### src/rtl/seq_divider_32by16_pkg.sv
// Shared definitions for the sequential restoring divider.
//   DW_DEFAULT  : default divisor/quotient/remainder width (dividend is 2*DW)
//   div_state_t : controller states, 2-bit encoding
//   iter_count  : number of restoring iterations for a given width/truncation
package seq_divider_32by16_pkg;

  localparam int DW_DEFAULT = 16;

  typedef enum logic [1:0] {
    ST_IDLE = 2'd0,
    ST_RUN  = 2'd1,
    ST_DONE = 2'd2
  } div_state_t;

  function automatic int iter_count(input int dw, input int skip_lsb);
    return dw - skip_lsb;
  endfunction

endpackage

### src/rtl/seq_divider_32by16_if.sv
// Operand/result handshake bundle for seq_divider_32by16.
//   in_valid/in_ready    : operand handshake (dividend 2*DW bits, divisor DW bits)
//   out_valid/out_ready  : result handshake (quotient, remainder, div_by_zero, overflow)
//   master : producer/consumer side (drives operands and out_ready)
//   slave  : divider side
interface seq_divider_32by16_if
  import seq_divider_32by16_pkg::*;
#(
  parameter int DW = DW_DEFAULT
);

  logic            in_valid;
  logic            in_ready;
  logic [2*DW-1:0] dividend;
  logic [DW-1:0]   divisor;
  logic            out_valid;
  logic            out_ready;
  logic [DW-1:0]   quotient;
  logic [DW-1:0]   remainder;
  logic            div_by_zero;
  logic            overflow;

  modport master (
    output in_valid, dividend, divisor, out_ready,
    input  in_ready, out_valid, quotient, remainder, div_by_zero, overflow
  );

  modport slave (
    input  in_valid, dividend, divisor, out_ready,
    output in_ready, out_valid, quotient, remainder, div_by_zero, overflow
  );

endinterface

### src/rtl/seq_divider_32by16_div_restore_step.sv
// One combinational restoring-division step.
//   r_in     [DW:0] : partial remainder entering the step (always < divisor)
//   next_bit        : next dividend bit shifted in
//   divisor  [DW-1:0]
//   r_next   [DW:0] : partial remainder after the step
//   q_bit           : quotient bit produced by the step
module div_restore_step
  import seq_divider_32by16_pkg::*;
#(
  parameter int DW = DW_DEFAULT
) (
  input  logic [DW:0]   r_in,
  input  logic          next_bit,
  input  logic [DW-1:0] divisor,
  output logic [DW:0]   r_next,
  output logic          q_bit
);

  logic [DW+1:0] t_wide;
  logic [DW:0]   diff;
  logic          ge;

  // The full-width trial keeps r_in[DW] in the compare; it is always zero
  // because the running remainder stays below the divisor.
  assign t_wide = {r_in, next_bit};
  assign ge     = (t_wide >= {2'b00, divisor});
  // t_wide < 2*divisor, so the difference fits in DW+1 bits when ge is set.
  assign diff   = t_wide[DW:0] - {1'b0, divisor};

  assign r_next = ge ? diff : t_wide[DW:0];
  assign q_bit  = ge;

endmodule

### src/rtl/seq_divider_32by16.sv
// Iterative restoring divider: 2*DW-bit dividend / DW-bit divisor.
// One operation in flight, valid/ready handshake on operands and result.
// SKIP_LSB low quotient bits are not computed (forced 0), saving that many
// iterations; the remainder is then that of (dividend >> SKIP_LSB).
//   clk  : rising-edge clock
//   rst  : synchronous active-high reset, aborts any operation in flight
//   bus  : slave side of seq_divider_32by16_if (operands in, result out)
//
//   state   | meaning
//   --------+-----------------------------------------------------------
//   ST_IDLE | waiting for operands, in_ready high
//   ST_RUN  | one restoring iteration per cycle, N = DW-SKIP_LSB of them
//   ST_DONE | result registered, out_valid held until out_ready
module seq_divider_32by16
  import seq_divider_32by16_pkg::*;
#(
  parameter int DW       = DW_DEFAULT,
  parameter int SKIP_LSB = 0
) (
  input  logic                   clk,
  input  logic                   rst,
  seq_divider_32by16_if.slave    bus
);

  localparam int            N_ITER   = iter_count(DW, SKIP_LSB);
  localparam int            CW       = $clog2(DW + 1);
  localparam logic [CW-1:0] CNT_LOAD = CW'(N_ITER - 1);

  div_state_t    state;
  logic [CW-1:0] cnt;
  logic [DW:0]   r_q;
  logic [DW-1:0] lo_sr;
  logic [DW-1:0] q_sr;
  logic [DW-1:0] divisor_q;

  logic          in_ready_q;
  logic          out_valid_q;
  logic [DW-1:0] quotient_q;
  logic [DW-1:0] remainder_q;
  logic          dbz_q;
  logic          ovf_q;

  logic [DW:0]   r_next;
  logic          q_bit;
  logic [DW-1:0] q_shifted;
  logic          accept;

  div_restore_step #(.DW(DW)) u_step (
    .r_in     (r_q),
    .next_bit (lo_sr[DW-1]),
    .divisor  (divisor_q),
    .r_next   (r_next),
    .q_bit    (q_bit)
  );

  assign q_shifted = {q_sr[DW-2:0], q_bit};
  assign accept    = bus.in_valid & in_ready_q;

  assign bus.in_ready    = in_ready_q;
  assign bus.out_valid   = out_valid_q;
  assign bus.quotient    = quotient_q;
  assign bus.remainder   = remainder_q;
  assign bus.div_by_zero = dbz_q;
  assign bus.overflow    = ovf_q;

  always_ff @(posedge clk) begin
    if (rst) begin
      state       <= ST_IDLE;
      cnt         <= '0;
      r_q         <= '0;
      lo_sr       <= '0;
      q_sr        <= '0;
      divisor_q   <= '0;
      in_ready_q  <= 1'b0;
      out_valid_q <= 1'b0;
      quotient_q  <= '0;
      remainder_q <= '0;
      dbz_q       <= 1'b0;
      ovf_q       <= 1'b0;
    end else begin
      case (state)
        ST_IDLE: begin
          // in_ready comes up one cycle after reset release.
          in_ready_q <= 1'b1;
          if (accept) begin
            in_ready_q <= 1'b0;
            divisor_q  <= bus.divisor;
            lo_sr      <= bus.dividend[DW-1:0];
            r_q        <= {1'b0, bus.dividend[2*DW-1:DW]};
            q_sr       <= '0;
            cnt        <= CNT_LOAD;
            if (bus.divisor == '0) begin
              state       <= ST_DONE;
              out_valid_q <= 1'b1;
              dbz_q       <= 1'b1;
              ovf_q       <= 1'b0;
              quotient_q  <= '1;
              remainder_q <= bus.dividend[DW-1:0];
            end else if (bus.dividend[2*DW-1:DW] >= bus.divisor) begin
              // Quotient would need more than DW bits.
              state       <= ST_DONE;
              out_valid_q <= 1'b1;
              dbz_q       <= 1'b0;
              ovf_q       <= 1'b1;
              quotient_q  <= '1;
              remainder_q <= bus.dividend[DW-1:0];
            end else begin
              state <= ST_RUN;
            end
          end
        end

        ST_RUN: begin
          r_q   <= r_next;
          lo_sr <= {lo_sr[DW-2:0], 1'b0};
          q_sr  <= q_shifted;
          cnt   <= cnt - CW'(1);
          // Last iteration loads the result directly so out_valid rises
          // N+1 edges after the accept edge (accept edge included).
          if (cnt == '0) begin
            state       <= ST_DONE;
            out_valid_q <= 1'b1;
            dbz_q       <= 1'b0;
            ovf_q       <= 1'b0;
            quotient_q  <= q_shifted << SKIP_LSB;
            remainder_q <= r_next[DW-1:0];
          end
        end

        ST_DONE: begin
          // Result handshake returns to IDLE; no accept can happen in this
          // same cycle because in_ready is still low.
          if (bus.out_ready) begin
            state       <= ST_IDLE;
            out_valid_q <= 1'b0;
            in_ready_q  <= 1'b1;
          end
        end

        default: begin
          state <= ST_IDLE;
        end
      endcase
    end
  end

endmodule

### src/flat_wrapper.sv
// flat-port wrapper written by rule: the top's interface ports become plain ports
module seq_divider_32by16_flat import seq_divider_32by16_pkg::*;
#(
  parameter int DW       = DW_DEFAULT,
  parameter int SKIP_LSB = 0
)
  (clk, rst, bus_in_valid, bus_dividend, bus_divisor, bus_out_ready, bus_in_ready, bus_out_valid, bus_quotient, bus_remainder, bus_div_by_zero, bus_overflow);
  seq_divider_32by16_if #(.DW(DW)) bus_i ();
  input  logic clk;
  input  logic rst;
  input wire logic [$bits(bus_i.in_valid)-1:0] bus_in_valid;
  input wire logic [$bits(bus_i.dividend)-1:0] bus_dividend;
  input wire logic [$bits(bus_i.divisor)-1:0] bus_divisor;
  input wire logic [$bits(bus_i.out_ready)-1:0] bus_out_ready;
  output wire logic [$bits(bus_i.in_ready)-1:0] bus_in_ready;
  output wire logic [$bits(bus_i.out_valid)-1:0] bus_out_valid;
  output wire logic [$bits(bus_i.quotient)-1:0] bus_quotient;
  output wire logic [$bits(bus_i.remainder)-1:0] bus_remainder;
  output wire logic [$bits(bus_i.div_by_zero)-1:0] bus_div_by_zero;
  output wire logic [$bits(bus_i.overflow)-1:0] bus_overflow;
  assign bus_i.in_valid = bus_in_valid;
  assign bus_i.dividend = bus_dividend;
  assign bus_i.divisor = bus_divisor;
  assign bus_i.out_ready = bus_out_ready;
  assign bus_in_ready = bus_i.in_ready;
  assign bus_out_valid = bus_i.out_valid;
  assign bus_quotient = bus_i.quotient;
  assign bus_remainder = bus_i.remainder;
  assign bus_div_by_zero = bus_i.div_by_zero;
  assign bus_overflow = bus_i.overflow;
  seq_divider_32by16 #(.DW(DW), .SKIP_LSB(SKIP_LSB)) u_core (.clk(clk), .rst(rst), .bus(bus_i));
endmodule
### config.mk
export PLATFORM = sky130hd
export DESIGN_NAME = seq_divider_32by16_flat
export DESIGN_NICKNAME = d
export VERILOG_FILES = /design/src/rtl/seq_divider_32by16_pkg.sv /design/src/rtl/seq_divider_32by16_if.sv /design/src/rtl/seq_divider_32by16_div_restore_step.sv /design/src/rtl/seq_divider_32by16.sv /design/src/flat_wrapper.sv
export SDC_FILE = /design/constraint.sdc
export NUM_CORES = 1
export LEC_CHECK = 0
export BUFFER_PORTS_ARGS = -buffer_cell sky130_fd_sc_hd__buf_2
export CELL_PAD_IN_SITES_DETAIL_PLACEMENT = 1
export CELL_PAD_IN_SITES_GLOBAL_PLACEMENT = 1
export CORE_MARGIN = 2
export CORE_UTILIZATION = 40
export CTS_BUF_LIST = sky130_fd_sc_hd__clkbuf_4
export DETAILED_ROUTE_END_ITERATION = 6
export PLACE_DENSITY = 0.76
export RECOVER_POWER = 25
export SLEW_MARGIN = 20
export SYNTH_ARGS = -nofsm -noshare
export SYNTH_HDL_FRONTEND = slang
export SYNTH_SLANG_ARGS = --single-unit
### constraint.sdc
create_clock -name clk -period 3.4 [get_ports clk]
set_input_delay 0.51 -clock clk [delete_from_list [all_inputs] [get_ports clk]]
set_output_delay 0.51 -clock clk [all_outputs]
set_load 0.01 [all_outputs]
==> metrics.md, run 1 <==
| Metric | Value |
|---|---|
| Final WL | 19590 µm |
| Setup crit start kind | register |
| Fin util | 44.49% |
| Critical path fanouts, max | 13 |
| Synth Cell Area | 0.006118 mm² |
| Chip width | 127.7 µm |
| # hold bufs at CTS | 0 |
| CTS root buf | clkbuf_4 |
| # H-tree levels | 3 |
| Post-CTS Setup Inserts | 0 |
| Setup tns final | 0 ns |
| Layout Cells excl Fill | 1027 |
| Top_reg_cell synth | dfxtp_1 |
| Die ar. | 0.01630 mm² |
| P_leak | 2.626 nW |
| HPWL Detailed | 14790 µm |
| # fillers | 1936 |
| Nets | 920 |
| Worst Path Required | 3.79 ns |
| IO Pins | 88 |
| Starting Density | 40.55% |
| Routed len/inst | 19.08 µm |
| Crit share post-route | 89.16% |
| Post_cts resized | 0 |
| Worst clock skew | 0.02252 ns |
| Std-Cell Rows | 45 |
| Yosys warnings | 0 |
| Final min period | 3.031 ns |
| DIE HEIGHT | 127.7 µm |
| Power Density | 702.1 mW/mm² |
| Clock transition at the registers of the reported paths | 0.18 ns |
| RSZ-0062 raised after global routing | no |
| Vias in the first global route | 5893 |
| Post-synthesis cell type count | 67 |
| Max Clock Freq | 329.9 MHz |
| Clock sink count | 107 |
| Global-route wire length before repair | 30650 µm |
| Async SR Flop Fraction | 0% |
| Via density | 5.779 |
| Clock Latency Late Sink | 0.49 ns |
| Final-report max-slew violation count | 0 |
| Register bit total from synthesis | 107 |
| WS Path Type | reg2reg |
| Drt drc | 0 |
| Port bufs | 87 |
| Syn Area/Cell | 7.864 µm² |
| Area added between synthesis and finish | 9.734% |
| Worst Tran Pin Value | 0.9924 ns |
| GRT Residual Overflow | 0 |
| Initial DRC Count | 360 |
| Syn nets | 865 |
| Maximum buffer depth of the clock tree | 2 |
| Cell Count Post-Placement | 1010 |
| Core footprint | 0.01509 mm² |
| Design Area, Final | 0.006714 mm² |
| DP Area | 0.006629 mm² |
| Via count | 5935 |
| Most common cell after layout, fill and taps aside | nand2_1 |
| Status | finished clean |
| Placer Congestion | 0.8829 |
| Crit path DAT | 3.42 ns |
| Slew HR | 33.00% |
| Peak supply drop | 0.0002264 V |
| Final hold violations | 0 |
| Share of layout cells above drive strength 1 | 14.08% |
| Number of synthesized flops with an enable pin | 0 |
| Drt first pass iters | 5 |
| Max-cap violations | 0 |
| TritonCTS buffer count | 9 |
| Tot GR Track Use | 23.76% |
| Antenna Nets Post-Route | 0 |
| Largest net degree at the start of global routing | 97 |
| Synthesized instance count | 778 |
| Post-synthesis sequential area ratio | 35.01% |
| Final Setup Violations | 0 |
| CTS tree | yes |
| Worst min path class | in2reg |
| Most frequent cells in the layout | nand2_1, dfxtp_1, a21oi_1, nor2_1, buf_2 |
| Crit. End Element | register |
| Initial antenna violation count | 0 |
## cell type report
cell class	instances	area, µm²	share of cell area (%)
Multi-Input combinational cell	567	3505	52.20
Sequential cell	107	2142	31.90
Timing Repair Buffer	105	541.8	8.069
Tap cell	188	235.2	3.504
Inverter	43	161.4	2.404
Clock buffer	9	67.56	1.006
Clock inverter	7	58.81	0.8759
Antenna cell	1	2.502	0.03727
## stage by stage
| step | hold WS, ns | power [mW] | setup slack, ns |
|---|---|---|---|
| after floorplan | 0.4363 | 3.442 | 0.9134 |
| after global placement | 0.4410 | 3.998 | 0.3112 |
| after detailed placement | 0.4505 | 4.084 | 0.1954 |
| after CTS | 0.2373 | 4.722 | 0.4077 |
| after global routing | 0.2457 | 5.016 | 0.1842 |
| final | 0.2640 | 4.714 | 0.3685 |
## sequential cells by signal, indices dropped and copies added, names as in the netlist
name and flops:
u_core.state 2, u_core.bus.in_ready 1, u_core.q_sr 15, u_core.bus.quotient 16, u_core.r_q 17, u_core.bus.remainder 16
u_core.lo_sr 16, u_core.divisor_q 16, u_core.bus.overflow 1, u_core.bus.div_by_zero 1, u_core.cnt 5, u_core.bus.out_valid 1
## kinds of logic after synthesis
logic type      Yosys count  share of synthesized area (%)
fa+ha+maj                35                          7.280
xor+xnor                  9                          1.288
flops                   107                          35.01
compound gates          204                          22.39
buf+inv                 104                          7.934
mux                      13                          2.147
simple gates            306                          23.95
## routing by layer
layer / wire [µm] / share of wire [%] / GRT usage (%) / vias to the layer above
met5: 0 / 0 / 0 / -
met4: 536 / 2.7 / 8.597 / 0
li1: - / - / - / 2859
met2: 9359 / 48 / 41.30 / 168
met1: 8900 / 45 / 30.47 / 2872
met3: 795 / 4.1 / 2.671 / 36
## worst max-delay path, cell delays in order (launching register included)
cell      delay, ns
dfxtp_1        0.37
inv_1          0.06
ha_1           0.16
inv_1          0.05
fa_1           0.42
a21o_1         0.21
a221oi_2       0.34
o21ai_2        0.14
a21oi_2        0.17
or2_1          0.49
a31oi_1        0.20
a311oi_1       0.32
## final timing paths
path	slack [ns]	from	to	cells past startpoint
hold / removal	0.26	bus_divisor[4]	u_core.divisor_q[4]	3
setup / recovery	0.37	u_core.lo_sr[15]	u_core.bus.remainder[10]	11
hold reg to reg	0.47	u_core.divisor_q[9]	u_core.divisor_q[9]	2
setup reg to reg	0.37	u_core.lo_sr[15]	u_core.bus.remainder[10]	11
## cell usage after synthesis (3+ instances only)
master	n	area share (%)
a211oi_1	10	1.2
a211oi_2	3	0.61
a21o_1	4	0.49
a21oi_1	80	6.5
a221oi_1	4	0.57
a22oi_1	16	2.0
a311oi_1	9	1.3
a31o_2	3	0.43
a31oi_1	12	1.2
buf_2	12	0.98
buf_4	9	1.1
buf_6	4	0.74
clkbuf_1	35	2.1
dfxtp_1	107	35
ha_1	34	7.0
inv_1	43	2.6
mux2i_1	12	2.0
nand2_1	118	7.2
nand2b_1	15	1.5
nand3_1	32	2.6
nand3_2	4	0.65
nand3b_1	3	0.37
nand4_1	3	0.31
nor2_1	59	3.6
nor2b_1	6	0.61
nor3_1	28	2.3
nor4_1	13	1.3
o211ai_1	4	0.49
o21a_1	8	0.98
o21ai_0	15	1.2
o21bai_1	7	0.86
o22ai_1	3	0.31
o31ai_1	5	0.61
or2_2	4	0.41
or3_1	5	0.51
xnor2_1	6	0.86
xor2_1	3	0.43
## power by group
group | switching, mW | internal (mW)
clock | 0.470 | 0.162
sequential | 0.150 | 1.42
combinational | 1.59 | 0.927
total | 2.21 | 2.51
No activity file was read; power rests on OpenSTA's default activity.
==> run 2, diff against run 1 <==
Settings changed: BUFFER_PORTS_ARGS -buffer_cell sky130_fd_sc_hd__buf_2 to default, CELL_PAD_IN_SITES_DETAIL_PLACEMENT 1 to default, CELL_PAD_IN_SITES_GLOBAL_PLACEMENT 1 to default, DONT_BUFFER_PORTS from default to 1, PLACE_DENSITY 0.76 to 0.54.
==> run 2 against run 1 <==
Combinational power decreased by 6%; die area unchanged; worst setup slack improved by 0.20 ns; highest routed layer unchanged; count of clock-buffer cells in the layout is 2 higher; critical path type unchanged.
==> metrics.md, run 2 (synthesis results as in run 1) <==
| Metric | Value |
|---|---|
| Std-Cell Rows | 45 |
| Via count | 5447 |
| # hold bufs at CTS | 0 |
| Most common cell after layout, fill and taps aside | nand2_1 |
| Core footprint | 0.01509 mm² |
| RR Startpoint | u_core.lo_sr[15] |
| Setup crit start kind | register |
| Worst Tran Pin Value | 0.9016 ns |
| Crit path to | u_core.bus.remainder[10] |
| Largest net degree at the start of global routing | 111 |
| Port bufs | 0 |
| Clock Latency Late Sink | 0.48 ns |
| Power Density | 721.5 mW/mm² |
| Max Clock Freq | 352.9 MHz |
| Chip width | 127.7 µm |
| Placer Congestion | 0.8583 |
| Clock transition at the registers of the reported paths | 0.17 ns |
| Vias in the first global route | 5193 |
| Post_cts resized | 0 |
| Setup tns final | 0 ns |
| Starting Density | 40.55% |
| Drt drc | 0 |
| R2r worst-path depth | 12 |
| TritonCTS buffer count | 9 |
| Initial DRC Count | 349 |
| Tot GR Track Use | 21.68% |
| Maximum buffer depth of the clock tree | 2 |
| Final Setup Violations | 0 |
| P_leak | 2.403 nW |
| Register bank with the most flops | u_core.r_q |
| CTS root buf | clkbuf_4 |
| DIE HEIGHT | 127.7 µm |
| Initial antenna violation count | 0 |
| WS Path Type | reg2reg |
| Final-report max-slew violation count | 0 |
| Antenna Nets Post-Route | 0 |
| Global-route wire length before repair | 27790 µm |
| Max-cap violations | 0 |
| Most frequent cells in the layout | nand2_1, dfxtp_1, a21oi_1, nor2_1, inv_1 |
| Nets | 838 |
| Ant diodes | 0 |
| Reg2reg end | u_core.bus.remainder[10] |
| Design Area, Final | 0.006334 mm² |
| GRT Residual Overflow | 0 |
| Via density | 5.770 |
| Critical path fanouts, max | 6 |
| Number of flip-flops in the largest register | 17 |
| DP Area | 0.006216 mm² |
| Peak supply drop | 0.0002801 V |
| Die ar. | 0.01630 mm² |
| Crit share post-route | 83.35% |
| # H-tree levels | 3 |
| Uppermost layer routed | met4 |
| Slew HR | 39.72% |
| Share of layout cells above drive strength 1 | 9.392% |
| Crit. End Element | register |
| Routed len/inst | 18.72 µm |
| HPWL Detailed | 13200 µm |
| # fillers | 1587 |
| Final WL | 17670 µm |
| WL met3 | 1188 µm |
| Area added between synthesis and finish | 3.517% |
| Worst Path Required | 3.80 ns |
| DR WL met2 | 8185 µm |
| Worst reg-to-reg setup slack | 0.57 ns |
| Origin of the worst setup path | u_core.lo_sr[15] |
| RSZ-0062 raised after global routing | no |
| Final min period | 2.834 ns |
| Post-CTS Setup Inserts | 0 |
| CTS tree | yes |
| IO Pins | 88 |
| Clock sink count | 107 |
| Crit path DAT | 3.23 ns |
| WL met1 | 7733 µm |
| Worst clock skew | 0.02709 ns |
| Status | finished clean |
| Final hold violations | 0 |
| Drt first pass iters | 5 |
| Worst min path class | in2reg |
run 2: layout make-up:
cell class / instances / area, µm² / share of cell area [%]
Multi-Input combinational cell: 567 / 3505 / 55.33
Sequential cell: 107 / 2142 / 33.82
Tap cell: 188 / 235.2 / 3.714
Timing Repair Buffer: 23 / 172.7 / 2.726
Inverter: 43 / 161.4 / 2.548
Clock buffer: 11 / 82.58 / 1.304
Clock inverter: 5 / 35.03 / 0.5531
run 2: how the worst min path moves through the flow:
stage                               from              endpoint  slack (ns)  depth (start not counted)
floorplan           u_core.divisor_q[10]  u_core.divisor_q[10]        0.44                          2
detailed placement       u_core.lo_sr[6]       u_core.lo_sr[6]        0.44                          2
global placement         u_core.lo_sr[8]       u_core.lo_sr[8]        0.44                          2
finish                               rst       u_core.lo_sr[8]        0.07                          1
global route                         rst       u_core.lo_sr[8]        0.04                          1
CTS                                  rst       u_core.lo_sr[8]        0.04                          1
run 2: worst max-delay path: stages, from the launching register on:
cell	delay, ns
dfxtp_1	0.36
inv_1	0.06
ha_1	0.17
inv_1	0.06
fa_1	0.42
a21o_1	0.21
a221oi_2	0.31
o21ai_2	0.13
a21oi_2	0.19
or2_1	0.22
buf_4	0.18
a31oi_1	0.17
a311oi_1	0.27
run 2: through the flow:
step | setup WS [ns] | hold WS [ns] | instances | util, % | power, mW
after floorplan | 0.9134 | 0.4363 | 778 | - | 3.442
after global placement | 0.5742 | 0.4370 | 928 | 41.19 | 3.926
after detailed placement | 0.4917 | 0.4421 | 928 | 41.19 | 3.960
after CTS | 0.5875 | 0.03812 | 944 | 41.97 | 4.575
after global routing | 0.2208 | 0.04440 | 944 | 41.97 | 4.873
final | 0.5661 | 0.06957 | 944 | 41.97 | 4.570
run 2: routing by layer:
layer,global-route usage (%),vias up
li1,-,2686
met5,0,-
met3,5.259,36
met4,9.114,0
met1,27.61,2557
met2,35.17,168
run 2: power by group:
part           internal (mW)  switching (mW)  total, mW  leakage [nW]
Clock                  0.171           0.438      0.609        0.0693
Sequential              1.42           0.184       1.60         0.872
Combinational          0.923            1.43       2.36          1.46
Total                   2.51            2.06       4.57          2.40
